$ cat src/rtl/operand_issue_if.sv
// operand_issue_if: decode, register-cell, writeback and execute signals of the issue stage.
interface operand_issue_if #(parameter int WORD = 32, NREG = 32, RBITS = 5, CTRL = 8);
  logic                 dec_valid_i;
  logic                 dec_ready_o;
  logic [RBITS-1:0]     dec_rs1_i;
  logic [RBITS-1:0]     dec_rs2_i;
  logic [RBITS-1:0]     dec_rd_i;
  logic                 dec_we_i;
  logic [CTRL-1:0]      dec_ctrl_i;
  logic [NREG*WORD-1:0] reg_data_i;
  logic [NREG-1:0]      reg_reserved_i;
  logic [NREG-1:0]      w_reserve_o;
  logic                 wb_valid_i;
  logic [RBITS-1:0]     wb_addr_i;
  logic [WORD-1:0]      wb_data_i;
  logic                 ex_valid_o;
  logic                 ex_ready_i;
  logic [WORD-1:0]      ex_op1_o;
  logic [WORD-1:0]      ex_op2_o;
  logic [RBITS-1:0]     ex_rd_o;
  logic                 ex_we_o;
  logic [CTRL-1:0]      ex_ctrl_o;
  modport slave (
    input  dec_valid_i, dec_rs1_i, dec_rs2_i, dec_rd_i, dec_we_i, dec_ctrl_i,
    input  reg_data_i, reg_reserved_i, wb_valid_i, wb_addr_i, wb_data_i, ex_ready_i,
    output dec_ready_o, w_reserve_o, ex_valid_o, ex_op1_o, ex_op2_o, ex_rd_o, ex_we_o, ex_ctrl_o
  );
  modport master (
    output dec_valid_i, dec_rs1_i, dec_rs2_i, dec_rd_i, dec_we_i, dec_ctrl_i,
    output reg_data_i, reg_reserved_i, wb_valid_i, wb_addr_i, wb_data_i, ex_ready_i,
    input  dec_ready_o, w_reserve_o, ex_valid_o, ex_op1_o, ex_op2_o, ex_rd_o, ex_we_o, ex_ctrl_o
  );
endinterface

$ cat src/rtl/operand_issue.sv
// operand_issue: single-entry operand fetch/issue slot with writeback bypass and RAW/WAW hold.
module operand_issue #(parameter int WORD = 32, NREG = 32, RBITS = 5, CTRL = 8) (
  input logic clk,
  input logic rst,
  operand_issue_if.slave bus
);
  typedef enum logic [1:0] {EMPTY, WAIT, READY} slot_t;
  slot_t st;
  logic valid, cap1, cap2, we;
  logic [RBITS-1:0] rs1, rs2, rd;
  logic [CTRL-1:0] ctrl;
  logic [WORD-1:0] op1, op2, val1, val2;
  logic [WORD-1:0] rf [NREG];
  logic byp1, byp2, av1, av2, wen, rd_free, fire, accept;
  for (genvar k = 0; k < NREG; k++) begin : g_rf
    assign rf[k] = bus.reg_data_i[k*WORD +: WORD];
  end
  always_comb begin
    byp1 = bus.wb_valid_i && bus.wb_addr_i == rs1;
    byp2 = bus.wb_valid_i && bus.wb_addr_i == rs2;
    av1 = cap1 || byp1 || !bus.reg_reserved_i[rs1];
    av2 = cap2 || byp2 || !bus.reg_reserved_i[rs2];
    val1 = cap1 ? op1 : byp1 ? bus.wb_data_i : rf[rs1];
    val2 = cap2 ? op2 : byp2 ? bus.wb_data_i : rf[rs2];
    wen = we && rd != '0;
    rd_free = !wen || !bus.reg_reserved_i[rd] || (bus.wb_valid_i && bus.wb_addr_i == rd);
    st = !valid ? EMPTY : (av1 && av2 && rd_free) ? READY : WAIT;
    fire = !rst && st == READY && (!bus.ex_valid_o || bus.ex_ready_i);
    bus.dec_ready_o = !valid || fire;
    accept = bus.dec_valid_i && bus.dec_ready_o;
    bus.w_reserve_o = (fire && wen) ? NREG'(1) << rd : '0;
  end
  // r0 sources are marked captured at accept with a zero value, so r0 is never looked up.
  always_ff @(posedge clk) begin
    if (rst) begin
      valid <= 1'b0;
      cap1 <= 1'b0;
      cap2 <= 1'b0;
      we <= 1'b0;
      rs1 <= '0;
      rs2 <= '0;
      rd <= '0;
      ctrl <= '0;
      op1 <= '0;
      op2 <= '0;
      bus.ex_valid_o <= 1'b0;
      bus.ex_op1_o <= '0;
      bus.ex_op2_o <= '0;
      bus.ex_rd_o <= '0;
      bus.ex_we_o <= 1'b0;
      bus.ex_ctrl_o <= '0;
    end else begin
      if (accept) begin
        valid <= 1'b1;
        rs1 <= bus.dec_rs1_i;
        rs2 <= bus.dec_rs2_i;
        rd <= bus.dec_rd_i;
        we <= bus.dec_we_i;
        ctrl <= bus.dec_ctrl_i;
        cap1 <= bus.dec_rs1_i == '0;
        cap2 <= bus.dec_rs2_i == '0;
        op1 <= '0;
        op2 <= '0;
      end else if (fire) begin
        valid <= 1'b0;
      end else if (valid) begin
        if (!cap1 && av1) begin
          cap1 <= 1'b1;
          op1 <= val1;
        end
        if (!cap2 && av2) begin
          cap2 <= 1'b1;
          op2 <= val2;
        end
      end
      if (fire) begin
        bus.ex_valid_o <= 1'b1;
        bus.ex_op1_o <= val1;
        bus.ex_op2_o <= val2;
        bus.ex_rd_o <= rd;
        bus.ex_we_o <= wen;
        bus.ex_ctrl_o <= ctrl;
      end else if (bus.ex_ready_i) begin
        bus.ex_valid_o <= 1'b0;
      end
    end
  end
endmodule

$ cat src/flat_wrapper.sv
// flat-port wrapper written by rule: the top's interface ports become plain ports
module operand_issue_flat 
#(parameter int WORD = 32, NREG = 32, RBITS = 5, CTRL = 8)
  (clk, rst, bus_dec_valid_i, bus_dec_rs1_i, bus_dec_rs2_i, bus_dec_rd_i, bus_dec_we_i, bus_dec_ctrl_i, bus_reg_data_i, bus_reg_reserved_i, bus_wb_valid_i, bus_wb_addr_i, bus_wb_data_i, bus_ex_ready_i, bus_dec_ready_o, bus_w_reserve_o, bus_ex_valid_o, bus_ex_op1_o, bus_ex_op2_o, bus_ex_rd_o, bus_ex_we_o, bus_ex_ctrl_o);
  operand_issue_if #(.WORD(WORD), .NREG(NREG), .RBITS(RBITS), .CTRL(CTRL)) bus_i ();
  input logic clk;
  input logic rst;
  input wire logic [$bits(bus_i.dec_valid_i)-1:0] bus_dec_valid_i;
  input wire logic [$bits(bus_i.dec_rs1_i)-1:0] bus_dec_rs1_i;
  input wire logic [$bits(bus_i.dec_rs2_i)-1:0] bus_dec_rs2_i;
  input wire logic [$bits(bus_i.dec_rd_i)-1:0] bus_dec_rd_i;
  input wire logic [$bits(bus_i.dec_we_i)-1:0] bus_dec_we_i;
  input wire logic [$bits(bus_i.dec_ctrl_i)-1:0] bus_dec_ctrl_i;
  input wire logic [$bits(bus_i.reg_data_i)-1:0] bus_reg_data_i;
  input wire logic [$bits(bus_i.reg_reserved_i)-1:0] bus_reg_reserved_i;
  input wire logic [$bits(bus_i.wb_valid_i)-1:0] bus_wb_valid_i;
  input wire logic [$bits(bus_i.wb_addr_i)-1:0] bus_wb_addr_i;
  input wire logic [$bits(bus_i.wb_data_i)-1:0] bus_wb_data_i;
  input wire logic [$bits(bus_i.ex_ready_i)-1:0] bus_ex_ready_i;
  output wire logic [$bits(bus_i.dec_ready_o)-1:0] bus_dec_ready_o;
  output wire logic [$bits(bus_i.w_reserve_o)-1:0] bus_w_reserve_o;
  output wire logic [$bits(bus_i.ex_valid_o)-1:0] bus_ex_valid_o;
  output wire logic [$bits(bus_i.ex_op1_o)-1:0] bus_ex_op1_o;
  output wire logic [$bits(bus_i.ex_op2_o)-1:0] bus_ex_op2_o;
  output wire logic [$bits(bus_i.ex_rd_o)-1:0] bus_ex_rd_o;
  output wire logic [$bits(bus_i.ex_we_o)-1:0] bus_ex_we_o;
  output wire logic [$bits(bus_i.ex_ctrl_o)-1:0] bus_ex_ctrl_o;
  assign bus_i.dec_valid_i = bus_dec_valid_i;
  assign bus_i.dec_rs1_i = bus_dec_rs1_i;
  assign bus_i.dec_rs2_i = bus_dec_rs2_i;
  assign bus_i.dec_rd_i = bus_dec_rd_i;
  assign bus_i.dec_we_i = bus_dec_we_i;
  assign bus_i.dec_ctrl_i = bus_dec_ctrl_i;
  assign bus_i.reg_data_i = bus_reg_data_i;
  assign bus_i.reg_reserved_i = bus_reg_reserved_i;
  assign bus_i.wb_valid_i = bus_wb_valid_i;
  assign bus_i.wb_addr_i = bus_wb_addr_i;
  assign bus_i.wb_data_i = bus_wb_data_i;
  assign bus_i.ex_ready_i = bus_ex_ready_i;
  assign bus_dec_ready_o = bus_i.dec_ready_o;
  assign bus_w_reserve_o = bus_i.w_reserve_o;
  assign bus_ex_valid_o = bus_i.ex_valid_o;
  assign bus_ex_op1_o = bus_i.ex_op1_o;
  assign bus_ex_op2_o = bus_i.ex_op2_o;
  assign bus_ex_rd_o = bus_i.ex_rd_o;
  assign bus_ex_we_o = bus_i.ex_we_o;
  assign bus_ex_ctrl_o = bus_i.ex_ctrl_o;
  operand_issue #(.WORD(WORD), .NREG(NREG), .RBITS(RBITS), .CTRL(CTRL)) u_core (.clk(clk), .rst(rst), .bus(bus_i));
endmodule
$ cat config.mk
export PLATFORM = sky130hd
export DESIGN_NAME = operand_issue_flat
export DESIGN_NICKNAME = d
export VERILOG_FILES = /design/src/rtl/operand_issue_if.sv /design/src/rtl/operand_issue.sv /design/src/flat_wrapper.sv
export SDC_FILE = /design/constraint.sdc
export NUM_CORES = 1
export LEC_CHECK = 0
export CAP_MARGIN = 20
export CORE_AREA = 8 8 478 480
export DETAILED_ROUTE_END_ITERATION = 10
export DIE_AREA = 0 0 486 488
export GPL_ROUTABILITY_DRIVEN = 0
export PLACE_DENSITY_LB_ADDON = 0.12
export SLEW_MARGIN = 20
export SYNTH_ARGS = -nofsm -noshare
export SYNTH_HDL_FRONTEND = slang
export SYNTH_SLANG_ARGS = --single-unit
$ cat constraint.sdc
create_clock -name clk -period 5.1 [get_ports clk]
set_input_delay 1.02 -clock clk [delete_from_list [all_inputs] [get_ports clk]]
set_output_delay 1.02 -clock clk [all_outputs]
set_load 0.05 [all_outputs]
# Word level (Yosys, flattened, before mapping)
# Index checks and enable logic that the tools add are counted.
# classes
div_mod_pow,0
n_bitwise,3
reduce_logical,42
mux,31
n_mul,0
n_eq_ne,5
order_cmp,5
n_shift,1
addsub,0
# op_table
op,count
32-bit binary-select mux with 5-bit select,2
32-bit 2-to-1 mux,9
1-bit by 5-bit << shifter with 32-bit output (first input constant),1
5-bit by 6-bit less-than comparator with 1-bit output (second input constant),3
1-bit binary-select mux with 5-bit select,3
5-bit equality test,3
1-bit 2-to-1 mux,15
6-bit >= comparator (second input constant),2
1-bit logical AND,12
5-bit NOT with 6-bit output,2
3-bit AND reduction,4
5-bit zero test,2
2-bit nonzero test,5
1-bit zero test,9
1-bit logical OR,8
5-bit nonzero test,1
2-bit 2-to-1 mux,2
2-bit equality test (second input constant),1
2-bit inequality test (second input constant),1
2-bit OR reduction,1
1-bit NOT,1
# word_totals
reg_bits,170
mem_count,0
rom_bits,0
latchBits,0
ramBits,0
in_bits,1122

# Logic depth before layout (Yosys ltp)
# depth
depth_word,15
depth_mapped,13
ltp_nobuf,8

# Worst setup path before layout
# No wires, ideal clock.
# synth_timing
kind,input to output
startpoint,in bus_reg_reserved_i[31]
endpoint,out bus_w_reserve_o[8]
t_required_ps,4080
path_slack_ps,-355
arrival_time_ps,4435
path_stages,9
n_path_buf,2
cell_sequence,mux4_2 > mux2_2 > a221oi_2 > a2111oi_4 > a221oi_4 > nand2_2 > buf_2 > buf_2 > nor4_1
# synth_via
elab_chain_cells,13
word_cells_on_any_way,22
# synth_rtl
item,line,source
from (decl),flat_wrapper.sv:15,input wire logic [$bits(bus_i.reg_reserved_i)-1:0] bus_reg_reserved_i;
"1-bit binary-select mux with 5-bit select, on equally long branches","operand_issue.sv:21, operand_issue.sv:22, operand_issue.sv:26",
"1-bit 2-to-1 mux, on equally long branches","operand_issue.sv:21, operand_issue.sv:22, operand_issue.sv:26",
"1-bit zero test, on equally long branches","operand_issue.sv:21, operand_issue.sv:22, operand_issue.sv:26",
"1-bit logical OR, on equally long branches","operand_issue.sv:21, operand_issue.sv:22, operand_issue.sv:26",
1-bit logical AND or 1-bit logical OR (tied branches),"operand_issue.sv:27, operand_issue.sv:26",
1-bit logical AND *,operand_issue.sv:27,st = !valid ? EMPTY : (av1 && av2 && rd_free) ? READY : WAIT;
2-bit 2-to-1 mux * (2 in a row),operand_issue.sv:27,
2-bit equality test *,operand_issue.sv:28,fire = !rst && st == READY && (!bus.ex_valid_o || bus.ex_ready_i);
1-bit logical AND * (2 in a row),operand_issue.sv:28,
1-bit logical AND *,operand_issue.sv:31,bus.w_reserve_o = (fire && wen) ? NREG'(1) << rd : '0;
32-bit 2-to-1 mux *,operand_issue.sv:31,
to (decl),flat_wrapper.sv:21,output wire logic [$bits(bus_i.w_reserve_o)-1:0] bus_w_reserve_o;
# Mark *: on every way between the ends. The rest lies on a longest branch, timed or not. The select of a mux whose other input is x is not followed.

# Worst setup path in the final report
# layout_timing
startpoint,in bus_reg_reserved_i[31]
endpoint,out bus_w_reserve_o[17]
# The elaborated chain is that of the path after synthesis.

==> results.yml <==
synth:
  synthMuxAreaShare_pct: 51.6
  synthXorXnorAreaFrac_pct: 0.523
  yosys.area_share.adder_pct: 0
  synth_ff_type: "dfxtp_1"
  ys_types: 51
  synthArstFlopShare_pct: 0
  ys_ff_latch: 170
  synth_compound_area_share_pct: 17.2
  synth_top_family_by_area: "multiplexers"
  yosysSeqAreaShare_pct: 13.6
  syn_nets: 3633
  yosys_warnings: 0
  synth_edf_count: 0
  syn_inst: 2511
  synth_simple_gate_area_share_pct: 11.7
  syn_avg_cell_area_sq_um: 10.0
  synth.cell_area_sq_mm: 0.0251
worst_setup_path:
  cp-start-kind: "input port"
  critPathRequiredTime_ns: 4.08
  critPathArrivalTime_ns: 4.00
  crit_path_end_kind: "primary output"
  path_class: "input port to primary output"
  critPathMaxFanout: 6
floorplanning:
  die_h_microns: 488
  io_pins: 1234
  start_util_pct: 11.4
  core_area_sq_mm: 0.221
  die-area_sq_mm: 0.237
  num_rows: 173
  chipWidth_microns: 486
global_routing:
  grt_max_degree: 130
  grt_pass1_vias: 30407
  antenna_found_initial: 255
  grt_pass1_wl_mm: 345
  grt_overflow: 0
  track_usage_pct: 21.9
clock_network:
  clock_sinks: 170
  root_buffer: "clkbuf_16"
  htreeDepth: 4
  cts_tree: "built"
  post_cts_buffers: 0
  clk_latency_ns: 0.49
  hold_buffers: 0
  cts.clk_slew.worst_paths_ns: 0.08
  cts_made_buffers: 17
  clockBufferDepth: 2
sta:
  finalCritPeriodShare_pct: 98.5
  rsz0062_at_grt: "true"
  slew_violations: 0
  max_clock_freq_mhz: 199
  tightest_slew_ns: 1.10
  fin_ws_ns: 0.0781
  relSlewSlack_pct: 26.4
  final-setup-viol-count: 0
  hold_viol_final: 0
  fin_crit_ns: 5.02
  finalClockSkew_ns: 0.0203
cells_and_area:
  layout-drive-gt1-share_pct: 20.5
  fin_cells: 6685
  fin_nets: 4748
  fin_area_sq_mm: 0.0427
  syn_to_final_growth_pct: 70.0
place:
  dp.cells: 6582
  port_buffers: 1232
  hpwl_mm: 235
  dp_slack_ns: -0.102
  postPlaceCellArea_sq_mm: 0.0418
route:
  num_vias: 30442
  routed_wl_mm: 275
  drt_drc_violations_left: 0
  viasPerCell: 4.55
  firstDrtPassIters: 5
  ant_nets: 0
  drt-wirelength-per-cell_microns: 41.1
  first_iter_violations: 2863
pwr:
  ir_worst_vdd_uv: 261
  powerDensity_mw_per_mm2: 172
  p_leak_nw: 12.8
job:
  cap_violations: 0
outcome:
  status: "completed"
worst_hold_path:
  hold_path.class: "flip-flop to flip-flop"
-- critical path, stage by stage --
cell             delay, ns
clkdlybuf4s50_1       0.47
mux4_2                0.48
mux2_2                0.32
a221oi_4              0.34
a2111oi_4             0.10
a221oi_4              0.28
buf_6                 0.18
and2_4                0.22
nand3_2               0.18
nor3_4                0.24
buf_12                0.16
-- sequential cells by signal, summed over array words and instances, names as in the netlist, 5 cells and up --
signal and count:
u_core.rs1 5, u_core.bus.ex_op1_o 32, u_core.ctrl 8, u_core.bus.ex_op2_o 32
u_core.bus.ex_ctrl_o 8, u_core.op1 32, u_core.rs2 5, u_core.bus.ex_rd_o 5
u_core.op2 32, u_core.rd 5
-- layout by cell type, fill, tap and decap left out, types with 12 or more instances in the layout --
master           Yosys  final
clkdlybuf4s50_1      0   1198
mux4_2             399    399
mux2i_1            389    388
nand2_1            217    216
a21oi_1            174    172
dfxtp_1            170    162
buf_4                9    149
a22oi_1            146    146
nand3_1            105    101
nor2_1              82     72
diode_2              0     71
a22o_1              67     67
o22ai_1             65     65
a31oi_1             60     60
buf_12               0     52
nor3_1              43     38
nor3_2              31     35
a41oi_1             32     32
a221oi_1            32     32
o21ai_0             26     26
nand3b_1            24     24
and2_0              23     23
nand4_1             17     17
clkbuf_16            0     17
o21ba_2             14     14
xor2_1              12     12
-- area by class of cell --
type	count	area (sq um)
fill	24414	178000
multi-input combinational	2028	20600
timing repair buffer	1401	14200
tap	2975	3720
sequential	170	3430
clock buffer	17	425
antenna	71	178
clock inverter	15	156
inverter	8	30.0
-- metal layers --
| layer | vias up | routed length (microns) | track usage (%) |
|---|---|---|---|
| li1 | 12594 | - | - |
| met1 | 15690 | 124000 | 29.8 |
| met2 | 1726 | 120000 | 33.5 |
| met3 | 338 | 25100 | 7.84 |
| met4 | 94 | 5360 | 4.50 |
| met5 | - | 575 | 0 |
-- cells by family after synthesis --
logic type,after synthesis
AOI/OAI and AO/OA,626
xor gates and xnor gates,15
buffers and inverters,313
DFF,170
muxes,794
other,1
and+or+nand+nor,592
-- synth_stat cells, types with 2 or more instances --
library cell	count	area share, %
nand3b_1	24	0.72
buf_6	15	0.67
a221oi_1	32	1.1
clkbuf_1	167	2.5
nand2b_1	8	0.20
a22oi_1	146	4.4
inv_1	6	0.090
xnor2_1	3	0.10
buf_4	9	0.27
o21ai_0	26	0.52
buf_1	71	1.1
nand2_1	217	3.2
clkinv_1	2	0.030
nand4_1	17	0.42
a2111oi_4	2	0.22
nand3_1	105	2.1
a21oi_1	174	3.5
and3_1	12	0.30
buf_2	42	0.84
a211oi_1	2	0.060
nor3_1	43	0.86
mux2_2	6	0.27
nor2_1	82	1.2
nor3_2	31	1.2
xor2_1	12	0.42
dfxtp_1	170	14
and2_0	23	0.57
a31oi_1	60	1.5
o21ba_2	14	0.56
mux2i_1	389	16
nor2b_1	8	0.20
and3b_1	2	0.070
o22ai_1	65	1.6
nor4_1	6	0.15
or3_1	4	0.10
a41oi_1	32	1.1
and2_1	5	0.12
a22o_1	67	2.3
mux4_2	399	36
nor3b_1	2	0.060
-- worst paths after layout --
check	start	endpoint	slack (ns)	cells past startpoint
max	bus_reg_reserved_i[31]	bus_w_reserve_o[17]	0.08	11
min	u_core.bus.ex_rd_o[3]$_SDFFE_PP0P_	u_core.bus.ex_rd_o[3]$_SDFFE_PP0P_	0.45	2
max reg2reg	u_core.rs1[0]$_SDFFE_PP0P_	u_core.bus.ex_op2_o[0]$_SDFFE_PP0P_	1.02	12
min reg2reg	u_core.bus.ex_rd_o[3]$_SDFFE_PP0P_	u_core.bus.ex_rd_o[3]$_SDFFE_PP0P_	0.45	2
-- where the power goes --
part / switching [mW] / internal (mW) / total (mW)
clock: 0.708 / 0.694 / 1.40
sequential: 0.0783 / 1.39 / 1.47
combinational: 2.45 / 2.04 / 4.49
total: 3.24 / 4.12 / 7.36
-- through the flow --
stage	hold slack [ns]	power (mW)	TNS, ns	utilization [%]
global route	0.477	7.67	-0.00101	19.3
global placement	0.443	5.98	-1.75	18.9
floorplan	0.428	3.35	0	-
CTS	0.457	7.43	0	19.2
detailed placement	0.448	5.97	-0.847	18.9
finish	0.454	7.36	0	19.3
-- timing repair --
action                     CTS  global route
pin swaps                    0             1
setup endpoints to repair   23            21
gates resized for setup      4            13
Note: power is estimated with default switching activity, not from simulation.
